$ cat src/rtl/eth_bus_pkg.sv
// Shared definitions for the Ethernet bus sequencer and the bus muxes that decode its ctl output.
// The state encodings double as the bus-mux select values.
package eth_bus_pkg;

    typedef enum logic [2:0] {
        ST_INIT    = 3'b000,
        ST_TX_INIT = 3'b001,
        ST_TX      = 3'b010,
        ST_RX_INIT = 3'b011,
        ST_RX      = 3'b100,
        ST_IDLE    = 3'b111
    } eth_bus_state_e;

    localparam logic [15:0] TIMEOUT_CYCLES_DEFAULT = 16'd50000;

    function automatic logic is_tx_path(input eth_bus_state_e s);
        return (s == ST_TX_INIT) || (s == ST_TX);
    endfunction

    function automatic logic is_rx_path(input eth_bus_state_e s);
        return (s == ST_RX_INIT) || (s == ST_RX);
    endfunction

endpackage

$ cat src/rtl/eth_bus_watchdog.sv
// Residency watchdog for the sequencer.
// The count saturates at all-ones rather than wrapping.
module eth_bus_watchdog
    import eth_bus_pkg::*;
#(
    parameter logic [15:0] TIMEOUT_CYCLES = TIMEOUT_CYCLES_DEFAULT
) (
    input  logic sysclk,
    input  logic reset,
    input  logic clear,
    input  logic active,
    output logic expire
);

    logic [15:0] count_q;
    logic [15:0] count_d;

    // Next count: clear, otherwise increment up to saturation.
    always_comb begin
        count_d = count_q;
        if (clear) begin
            count_d = 16'd0;
        end else if (count_q != 16'hFFFF) begin
            count_d = count_q + 16'd1;
        end else begin
            count_d = count_q;
        end
    end

    // Count register.
    always_ff @(posedge sysclk or negedge reset) begin
        if (!reset) begin
            count_q <= 16'd0;
        end else begin
            count_q <= count_d;
        end
    end

    assign expire = active && (count_q == (TIMEOUT_CYCLES - 16'd1));

endmodule

$ cat src/rtl/eth_bus_sequencer.sv
// Ethernet bus sequencer: arbitrates the chip bus between init, transmit and receive phases.
// Define ETH_BUS_WATCHDOG_EN to add a per-state residency watchdog.
module eth_bus_sequencer
    import eth_bus_pkg::*;
#(
    parameter logic [15:0] TIMEOUT_CYCLES = TIMEOUT_CYCLES_DEFAULT
) (
    input  logic       sysclk,
    input  logic       reset,
    input  logic       init_done,
    input  logic       reinit,
    input  logic       tx_req,
    input  logic       rx_req,
    input  logic       txi_done,
    input  logic       tx_done,
    input  logic       rxi_done,
    input  logic       rx_done,
    output logic [2:0] ctl,
    output logic       tx_grant,
    output logic       rx_grant,
    output logic       timeout_err
);

    eth_bus_state_e state_q, state_d, nat_d;
    logic           last_rx_q, last_rx_d;
    logic           tx_grant_q, rx_grant_q;
    logic           expire_s;
    logic           timeout_s;

    // Phase sequencing without the watchdog; stray done pulses fall through to hold.
    always_comb begin
        nat_d = state_q;
        case (state_q)
            ST_INIT:    if (init_done) nat_d = ST_IDLE;    else nat_d = ST_INIT;
            ST_TX_INIT: if (txi_done)  nat_d = ST_TX;      else nat_d = ST_TX_INIT;
            ST_TX:      if (tx_done)   nat_d = ST_IDLE;    else nat_d = ST_TX;
            ST_RX_INIT: if (rxi_done)  nat_d = ST_RX;      else nat_d = ST_RX_INIT;
            ST_RX:      if (rx_done)   nat_d = ST_IDLE;    else nat_d = ST_RX;
            ST_IDLE: begin
                if (reinit)                 nat_d = ST_INIT;
                else if (tx_req && rx_req)  nat_d = last_rx_q ? ST_TX_INIT : ST_RX_INIT;
                else if (tx_req)            nat_d = ST_TX_INIT;
                else if (rx_req)            nat_d = ST_RX_INIT;
                else                        nat_d = ST_IDLE;
            end
            default:    nat_d = ST_IDLE;
        endcase
    end

    // Expiry only wins when no done pulse is moving the state this cycle.
    always_comb begin
        timeout_s = expire_s && (nat_d == state_q);
        if (timeout_s) begin
            state_d = ST_INIT;
        end else begin
            state_d = nat_d;
        end
    end

    // Round-robin bit follows entry into either setup phase.
    always_comb begin
        last_rx_d = last_rx_q;
        if ((state_d == ST_TX_INIT) && (state_q != ST_TX_INIT)) begin
            last_rx_d = 1'b0;
        end else if ((state_d == ST_RX_INIT) && (state_q != ST_RX_INIT)) begin
            last_rx_d = 1'b1;
        end else begin
            last_rx_d = last_rx_q;
        end
    end

    // State, arbitration and grant registers.
    always_ff @(posedge sysclk or negedge reset) begin
        if (!reset) begin
            state_q    <= ST_INIT;
            last_rx_q  <= 1'b0;
            tx_grant_q <= 1'b0;
            rx_grant_q <= 1'b0;
        end else begin
            state_q    <= state_d;
            last_rx_q  <= last_rx_d;
            tx_grant_q <= is_tx_path(state_d);
            rx_grant_q <= is_rx_path(state_d);
        end
    end

    assign ctl      = state_q;
    assign tx_grant = tx_grant_q;
    assign rx_grant = rx_grant_q;

`ifdef ETH_BUS_WATCHDOG_EN
    logic timeout_err_q;
    logic wd_clear_s;
    logic wd_active_s;

    assign wd_active_s = (state_q != ST_IDLE);
    assign wd_clear_s  = (state_d != state_q) || (state_q == ST_IDLE) || timeout_s;

    eth_bus_watchdog #(
        .TIMEOUT_CYCLES (TIMEOUT_CYCLES)
    ) u_watchdog (
        .sysclk (sysclk),
        .reset  (reset),
        .clear  (wd_clear_s),
        .active (wd_active_s),
        .expire (expire_s)
    );

    // Timeout pulse lines up with the first Init cycle after expiry.
    always_ff @(posedge sysclk or negedge reset) begin
        if (!reset) begin
            timeout_err_q <= 1'b0;
        end else begin
            timeout_err_q <= timeout_s;
        end
    end

    assign timeout_err = timeout_err_q;
`else
    logic unused_timeout_s;

    assign unused_timeout_s = ^TIMEOUT_CYCLES;
    assign expire_s         = 1'b0;
    assign timeout_err      = 1'b0;
`endif

endmodule

$ cat config.mk
export PLATFORM = sky130hd
export DESIGN_NAME = eth_bus_sequencer
export DESIGN_NICKNAME = d
export VERILOG_FILES = /design/src/rtl/eth_bus_pkg.sv /design/src/rtl/eth_bus_watchdog.sv /design/src/rtl/eth_bus_sequencer.sv
export SDC_FILE = /design/constraint.sdc
export NUM_CORES = 1
export LEC_CHECK = 0
export BUFFER_PORTS_ARGS = -buffer_cell sky130_fd_sc_hd__buf_4
export CORE_AREA = 2 2 39 41
export CTS_BUF_LIST = sky130_fd_sc_hd__clkbuf_8 sky130_fd_sc_hd__clkbuf_16
export DETAILED_ROUTE_END_ITERATION = 7
export DIE_AREA = 0 0 41 43
export GPL_ROUTABILITY_DRIVEN = 1
export REMOVE_ABC_BUFFERS = 1
export SLEW_MARGIN = 5
export SYNTH_ARGS = -nofsm -noshare
export SYNTH_HDL_FRONTEND = slang
export SYNTH_SLANG_ARGS = --single-unit
export TNS_END_PERCENT = 10
$ cat constraint.sdc
create_clock -name sysclk -period 1.5 [get_ports sysclk]
set_input_delay 0.3 -clock sysclk [delete_from_list [all_inputs] [get_ports sysclk]]
set_output_delay 0.3 -clock sysclk [all_outputs]
set_load 0.02 [all_outputs]
### Word-level counts from Yosys, hierarchy flattened

Index checks and enable logic that the tools add are counted.

* shifts and indexed selects: 0
* muxes and demuxes: 13
* divide/modulo/power cells: 0
* bitwise logic cells: 0
* order comparisons: 0
* add/sub/neg operators: 0
* multipliers: 0
* reductions and logical operators: 7
* equality and inequality tests: 11

Operators by type and width (count)
* $mux W3: 7
* $pmux W3 S6: 1
* $eq A3 B2 Y1 const B: 4
* $eq A3 B3 Y1 const B: 3
* $eq A3 B1 Y1 const B: 2
* $mux W2: 3
* $logic_and A1 B1 Y1: 3
* $logic_not A3 Y1: 1
* $ne A3 B1 Y1 const B: 1
* $ne A3 B2 Y1 const B: 1
* $logic_or A1 B1 Y1: 2
* $mux W1: 2
* $reduce_bool A2 Y1: 1

* memory bits (read-only): 0
* bits in writable memories: 0
* latch bits: 0
* input port bits: 10
* memories kept: 0
* register bits after elaboration: 6
* output and inout port bits: 6
* word-level logic and storage cells: 35

### Logic depth before layout (Yosys ltp)

Gate-level depths: netlist (run 1).

* depth after elaboration: 9
* gate-level depth with buffers: 6
* gate-level depth less buffers: 5

### Worst setup path before layout (run 1)

Ideal clock, no wire load.

* path type: register to register
* from: register state_q[2], in the netlist ctl[2]
* to: register last_rx_q
* cell stages (with the launch flop): 7
* data arrival time: 1552 ps
* buffers on the path: 1
* path slack: -123 ps
* clock period less this slack: 1623 ps
* data required time: 1428 ps
* cell sequence: dfrtp_1 > buf_6 > or4b_4 > o211ai_2 > o21bai_4 > a41oi_2 > nor2_1

* word-level cells in the longest chain between the ends: 5
* elaborated cells between the ends (all ways): 15
* classes of those cells: eq/ne (9); mux (2); reduce/logical (4)

Ends and longest elaborated chain
* start, declared: line eth_bus_sequencer.sv:24 `eth_bus_state_e state_q, state_d, nat_d;`
* start signal, assigned: line eth_bus_sequencer.sv:80 `state_q <= state_d;`
* $eq A3 B3 Y1 (tied with other cells): line eth_bus_sequencer.sv:33 `case (state_q)`
* $pmux W3 S6 (*): line eth_bus_sequencer.sv:33
* net nat_d[0]: line eth_bus_sequencer.sv:24
* $eq A3 B1 Y1 or $eq A3 B2 Y1 (tied branches): line eth_bus_sequencer.sv:63, eth_bus_sequencer.sv:65
* $logic_and A1 B1 Y1 (on tied branches): line eth_bus_sequencer.sv:63, eth_bus_sequencer.sv:65
* $mux W1 or $reduce_bool A2 Y1 (tied branches)
* end signal, assigned: line eth_bus_sequencer.sv:81 `last_rx_q <= last_rx_d;`
* end, declared: line eth_bus_sequencer.sv:25 `logic last_rx_q, last_rx_d;`

Mark *: on every way through the listed nets, which the timed path passes. The rest lies on a longest branch.
A chain may end at the register's enable or synchronous reset.

### Final worst setup path (run 1)

* from: register state_q[1], in the netlist ctl[1]
* to: register last_rx_q

Same word-level chain as after synthesis.

==> results of run 1 <==
[layer usage]
layer  vias to the layer above  part of all wire [%]  track usage [%]
li1                        227                     -                -
met1                       207                    42             16.2
met2                        17                    50             23.4
met3                         4                   5.4             3.14
met4                         0                   2.8             12.0
met5                         -                     0                0
[cell usage after synthesis (2+ instances only)]
library cell / n / area, um^2
o211ai_2: 2 / 25.0
buf_4: 2 / 15.0
nand2_1: 2 / 7.51
nor2_1: 3 / 11.3
o21ai_0: 3 / 15.0
dfrtp_1: 6 / 150
a31oi_1: 2 / 12.5
nor3_1: 2 / 10.0
inv_1: 3 / 11.3
[sequential cells by signal (all words and copies together), names as in the netlist]
register and cells:
ctl 3, last_rx_q 1, rx_grant 1, tx_grant 1
[how the worst max path moves through the flow]
| stage | endpoint | from | depth (start not counted) |
|---|---|---|---|
| finish | last_rx_q | ctl[1] | 6 |
| global route | last_rx_q | ctl[1] | 6 |
| CTS | last_rx_q | ctl[2] | 5 |
| detailed placement | last_rx_q | ctl[1] | 5 |
| global placement | rx_grant | ctl[2] | 4 |
| floorplan | last_rx_q | ctl[1] | 5 |
[cell families (layout without fill, tap and decap cells)]
family / after synthesis / after routing / synth area share, %
flops: 6 / 6 / 34.3
mux: 1 / 1 / 2.29
other cells: 1 / 1 / 0.856
simple gates: 15 / 15 / 21.7
buf+inv: 6 / 37 / 8.57
xor+xnor: 1 / 1 / 2.00
compound gates: 14 / 14 / 30.3
[layout make-up]
| cell class | instances | area share, % |
|---|---|---|
| multi-input cells | 32 | 36.3 |
| repair buffers | 31 | 32.8 |
| flip-flops and latches | 6 | 21.0 |
| inverters | 3 | 1.55 |
| clock buffers | 3 | 5.67 |
| well taps | 16 | 2.75 |
[cells in the final DEF, fill, tap and decap left out]
cell            n
nor3_1          2
clkbuf_8        3
buf_4          29
dfrtp_2         2
or4b_4          1
xor2_1          1
conb_1          1
o21bai_4        1
o22ai_1         1
dfrtp_1         4
nand2_1         2
o311a_1         1
a21o_1          1
a31oi_2         1
a31oi_1         1
nand2b_1        1
and3_1          1
inv_1           3
buf_6           1
nand4_1         1
a41oi_2         1
nor2_1          3
o211ai_2        2
a211oi_2        1
nand4b_1        1
o311ai_2        1
nor2b_1         1
and4bb_2        1
dlygate4sd3_1   1
or2_2           1
mux2i_1         1
o21ai_0         3
[power by group]
group,total [mW],switching [mW],leakage [nW],internal (mW)
registers,0.345,0.0841,0.0670,0.261
clock network,0.234,0.0619,0.0216,0.172
logic,1.22,0.576,0.248,0.643
total,1.80,0.722,0.336,1.07
[stage by stage]
| stage | std cells | total power, mW |
|---|---|---|
| after detailed placement | 82 | 1.39 |
| after CTS | 89 | 1.72 |
| after global routing | 91 | 1.93 |
| final | 91 | 1.80 |
| after floorplan | 41 | 0.936 |
| after global placement | 82 | 1.39 |
[worst max-delay path, cell delays in order, from the launching register on]
cell and delay (ps):
dfrtp_2 390, buf_4 140, and4bb_2 240, a31oi_2 170
o211ai_2 180, a41oi_2 210, nor2_1 60
[what timing repair did]
action | CTS | global route
endpoints found under the setup margin | 3 | 3
buffers inserted | 3 | 2
pin swaps | 6 | 2
gates resized for setup | 4 | 2
hold endpoints to repair | 6 | 0
hold buffers | 1 | 0
==> flow_metrics.tcl, run 1 <==
set metrics [dict create \
    die_width_um 41 \
    sequential_cell_area_um2 153 \
    seq_area_frac_synth_pct 34.3 \
    worstPathArrival_ps 1620 \
    fin_hold_ws_ps 352 \
    via_count 455 \
    cts_sinks 6 \
    cp_data_required_time_ps 1600 \
    worstHoldPathType "primary input to register" \
    ant_nets 0 \
    place_area_um2 619 \
    first_pass_iters 4 \
    end_kind "register" \
    worst-path-max-fanout 6 \
    post-place-ws_ps -91.0 \
    clk_latency_ps 220 \
    drv_cap 0 \
    viasPerCell 5.00 \
    r2r-start "ctl[1]" \
    synthFlopType "dfrtp_1" \
    netlist-cell-type-count 28 \
    track_usage_pct 15.0 \
    dp_hpwl_um 849 \
    clkTransAtPathRegs_ps 30 \
    wire_per_inst_um 13.3 \
    numPortBuffers 14 \
    p_per_area_mw_per_mm2 2470 \
    cts_buffers 3 \
    grt_pass1_vias 426 \
    antenna_cells 0 \
    antenna_found_initial 0 \
    die_h_um 43 \
    avgSynthCellArea_um2 9.95 \
    critPathLaunchType "register" \
    cellLeakagePower_nw 0.336 \
    period_minus_slack_ps 1510 \
    area_growth_pct 66.3 \
    std_cell_rows 14 \
    setup_viol 1 \
    grt_overflow 0 \
    outcome "complete, but fails checks" \
    min_from "tx_req" \
    finalCritPeriodShare_pct 101 \
    synth_edf_count 0 \
    final_core_util_pct 52.6 \
    r2r_cells 6 \
    drive_above_1_share_pct 60.0 \
    routed_wl_um 1210 \
    core_area_mm2 0.00138 \
    fin_nets 87 \
    yosys_warnings 0 \
    synth-seq-cells 6 \
    r2r_end "last_rx_q" \
    tns_ps -13.9 \
    max_freq_ghz 0.661 \
    htreeDepth 1 \
    fin_ws_ps -13.9 \
    drcViolationCount 0 \
    fin_area_um2 728 \
    clock_path_buffers 2 \
    drt_iter0_drc 7 \
    cts_root_buf "clkbuf_8" \
    violations "setup timing" \
    drv_slew 0 \
    die-area_mm2 0.00176 \
    finalClockSkew_ps 2.02 \
    gp_congestion 0.765 \
    hold_viol 0 \
    hold_depth 2 \
    r2r_setup_slack_ps -10 \
    critical_path_class "register to register" \
    synth_cells 44 \
    vdd_ir_drop_max_v 0.00120 \
    ios 16 \
    rsz0062_at_grt "yes" \
    grt_start_max_net_pins 7 \
    fillers 130 \
    start_util_pct 31.6 \
    multi_input_comb_area_um2 264 \
    worstHoldEndpoint "ctl[2]" \
    async_reset_ff_share_pct 100 \
    synth_area_um2 438 \
    grt_pass1_wl_um 1720 \
    cts_tree "yes" \
]
No activity file was read; power rests on OpenSTA's default activity.
==> inputs of run 2 (changes only) <==
Settings changed: CELL_PAD_IN_SITES_DETAIL_PLACEMENT from default to 2, CELL_PAD_IN_SITES_GLOBAL_PLACEMENT from default to 2, CORE_AREA 2 2 39 41 to default, CORE_MARGIN from default to 2, CORE_UTILIZATION from default to 24, DIE_AREA 0 0 41 43 to default, PLACE_DENSITY_LB_ADDON from default to 0.1.
==> run 2 against run 1 <==
Compared with the run above: the run still ends with setup timing left; combinational power up 23%; register-to-register slack worse by 70 ps; cell area up 12%; non-clock buffer count up 3; clock power about the same; sequential power up 5%; clock skew up 0.75 ps; sequential share of layout area down 2.2 points; largest cell class unchanged; largest power group unchanged.
==> flow_metrics.tcl, run 2 (synthesized netlist as in run 1, its figures left out) <==
set metrics [dict create \
    outcome "complete, but fails checks" \
    violations "setup timing" \
    worstHoldPathType "primary input to async pin" \
    p_per_area_mw_per_mm2 2570 \
    drt_iter0_drc 6 \
    tns_ps -138 \
    setup_viol 3 \
    r2r_cells 7 \
    grt_pass1_vias 515 \
    vdd_ir_drop_max_v 0.00116 \
    place_inst 92 \
    end_kind "register" \
    start_util_pct 25.4 \
    hold_viol 0 \
    die-area_mm2 0.00218 \
    area_growth_pct 86.0 \
    via_count 483 \
    antenna_found_initial 0 \
    numPortBuffers 14 \
    cp_slowest_cell "dfrtp_2" \
    finalClockSkew_ps 2.77 \
    drv_slew 0 \
    r2r-start "ctl[2]" \
    cp_data_required_time_ps 1610 \
    fin_hold_ws_ps 422 \
    grt_pass1_wl_um 2460 \
    antenna_cells 0 \
    fin_nets 90 \
    worstPathArrival_ps 1690 \
    core_area_mm2 0.00173 \
    wire_per_inst_um 15.2 \
    critical_path_class "register to register" \
    path_cells "buf_6, nor2b_4, a211oi_4, buf_4, o21bai_4, a41oi_2, nor2_1" \
    cts_sinks 6 \
    max_freq_ghz 0.633 \
    r2r_setup_slack_ps -80 \
    place_area_um2 638 \
    crit_family "compound AO/OA/AOI/OAI gates" \
    finalCritPeriodShare_pct 105 \
    cellLeakagePower_nw 0.366 \
    critPathLaunchType "register" \
    clk_latency_ps 220 \
    startpoint "ctl[2]" \
    die_h_um 46.7 \
    cts_tree "yes" \
    grt_overflow 0 \
    track_usage_pct 16.8 \
    ant_nets 0 \
    period_minus_slack_ps 1580 \
    cts_root_buf "clkbuf_8" \
    layout_common_cells "buf_4 (29), dfrtp_1 (4), buf_6 (4)" \
    slowest_delay_ps 440 \
    routed_wl_um 1570 \
    drive_above_1_share_pct 66.7 \
    power.total_mw 2.10 \
    r2r_end "last_rx_q" \
    gp_congestion 0.752 \
    worst-path-max-fanout 5 \
    first_pass_iters 3 \
    fin_area_um2 815 \
    cp-endpoint "last_rx_q" \
    viasPerCell 4.69 \
    cts_buffers 3 \
    rsz0062_at_grt "yes" \
    htreeDepth 1 \
    die_width_um 46.7 \
    largest_reg_flops 3 \
    clkTransAtPathRegs_ps 40 \
    dp_hpwl_um 1150 \
    worst-path-buf-inv 2 \
    ios 16 \
    grt_start_max_net_pins 9 \
    final_common_cell "buf_4" \
    drv_cap 0 \
    worstSetupPathDepth 7 \
    clock_path_buffers 2 \
    fin_ws_ps -80.7 \
    layout.cells.non_filler 103 \
    drcViolationCount 0 \
    std_cell_rows 15 \
]
run 2: metal layers:
metal,track usage [%],part of all wire [%],vias to the layer above
li1,-,-,231
met2,29.7,56,9
met5,0,0,-
met4,6.67,0,0
met1,20.4,42,243
met3,2.35,1.8,0
run 2: layout make-up:
cell class / count / area [um^2]
inverters: 3 / 11.3
well taps: 25 / 31.3
fillers: 193 / 912
multi-input cells: 32 / 305
flip-flops and latches: 6 / 153
repair buffers: 34 / 273
clock buffers: 3 / 41.3
run 2: per-stage QoR:
step | utilization, % | setup WS (ps)
floorplan | - | -138
global placement | 37.0 | -70.2
detailed placement | 37.0 | -127
CTS | 44.6 | -35.9
global route | 47.2 | -149
finish | 47.2 | -80.7
run 2: power by group:
part | switching (mW) | internal, mW
logic | 0.692 | 0.808
clock network | 0.0622 | 0.172
registers | 0.103 | 0.260
run 2: how the worst min path moves through the flow:
stage	startpoint	slack, ps	endpoint
4_1_cts	reset	420	last_rx_q
3_5_place_dp	reset	110	last_rx_q
2_1_floorplan	reset	4	ctl[0]
5_1_grt	reset	420	last_rx_q
6_report	reset	420	last_rx_q
3_3_place_gp	reset	110	last_rx_q
run 2: repair_timing:
item	in CTS	in global routing
pin swaps	6	5
resized for setup	15	7
setup endpoints to repair	4	4
setup buffers	4	3
hold buffers	1	0
endpoints found under the hold margin	6	0
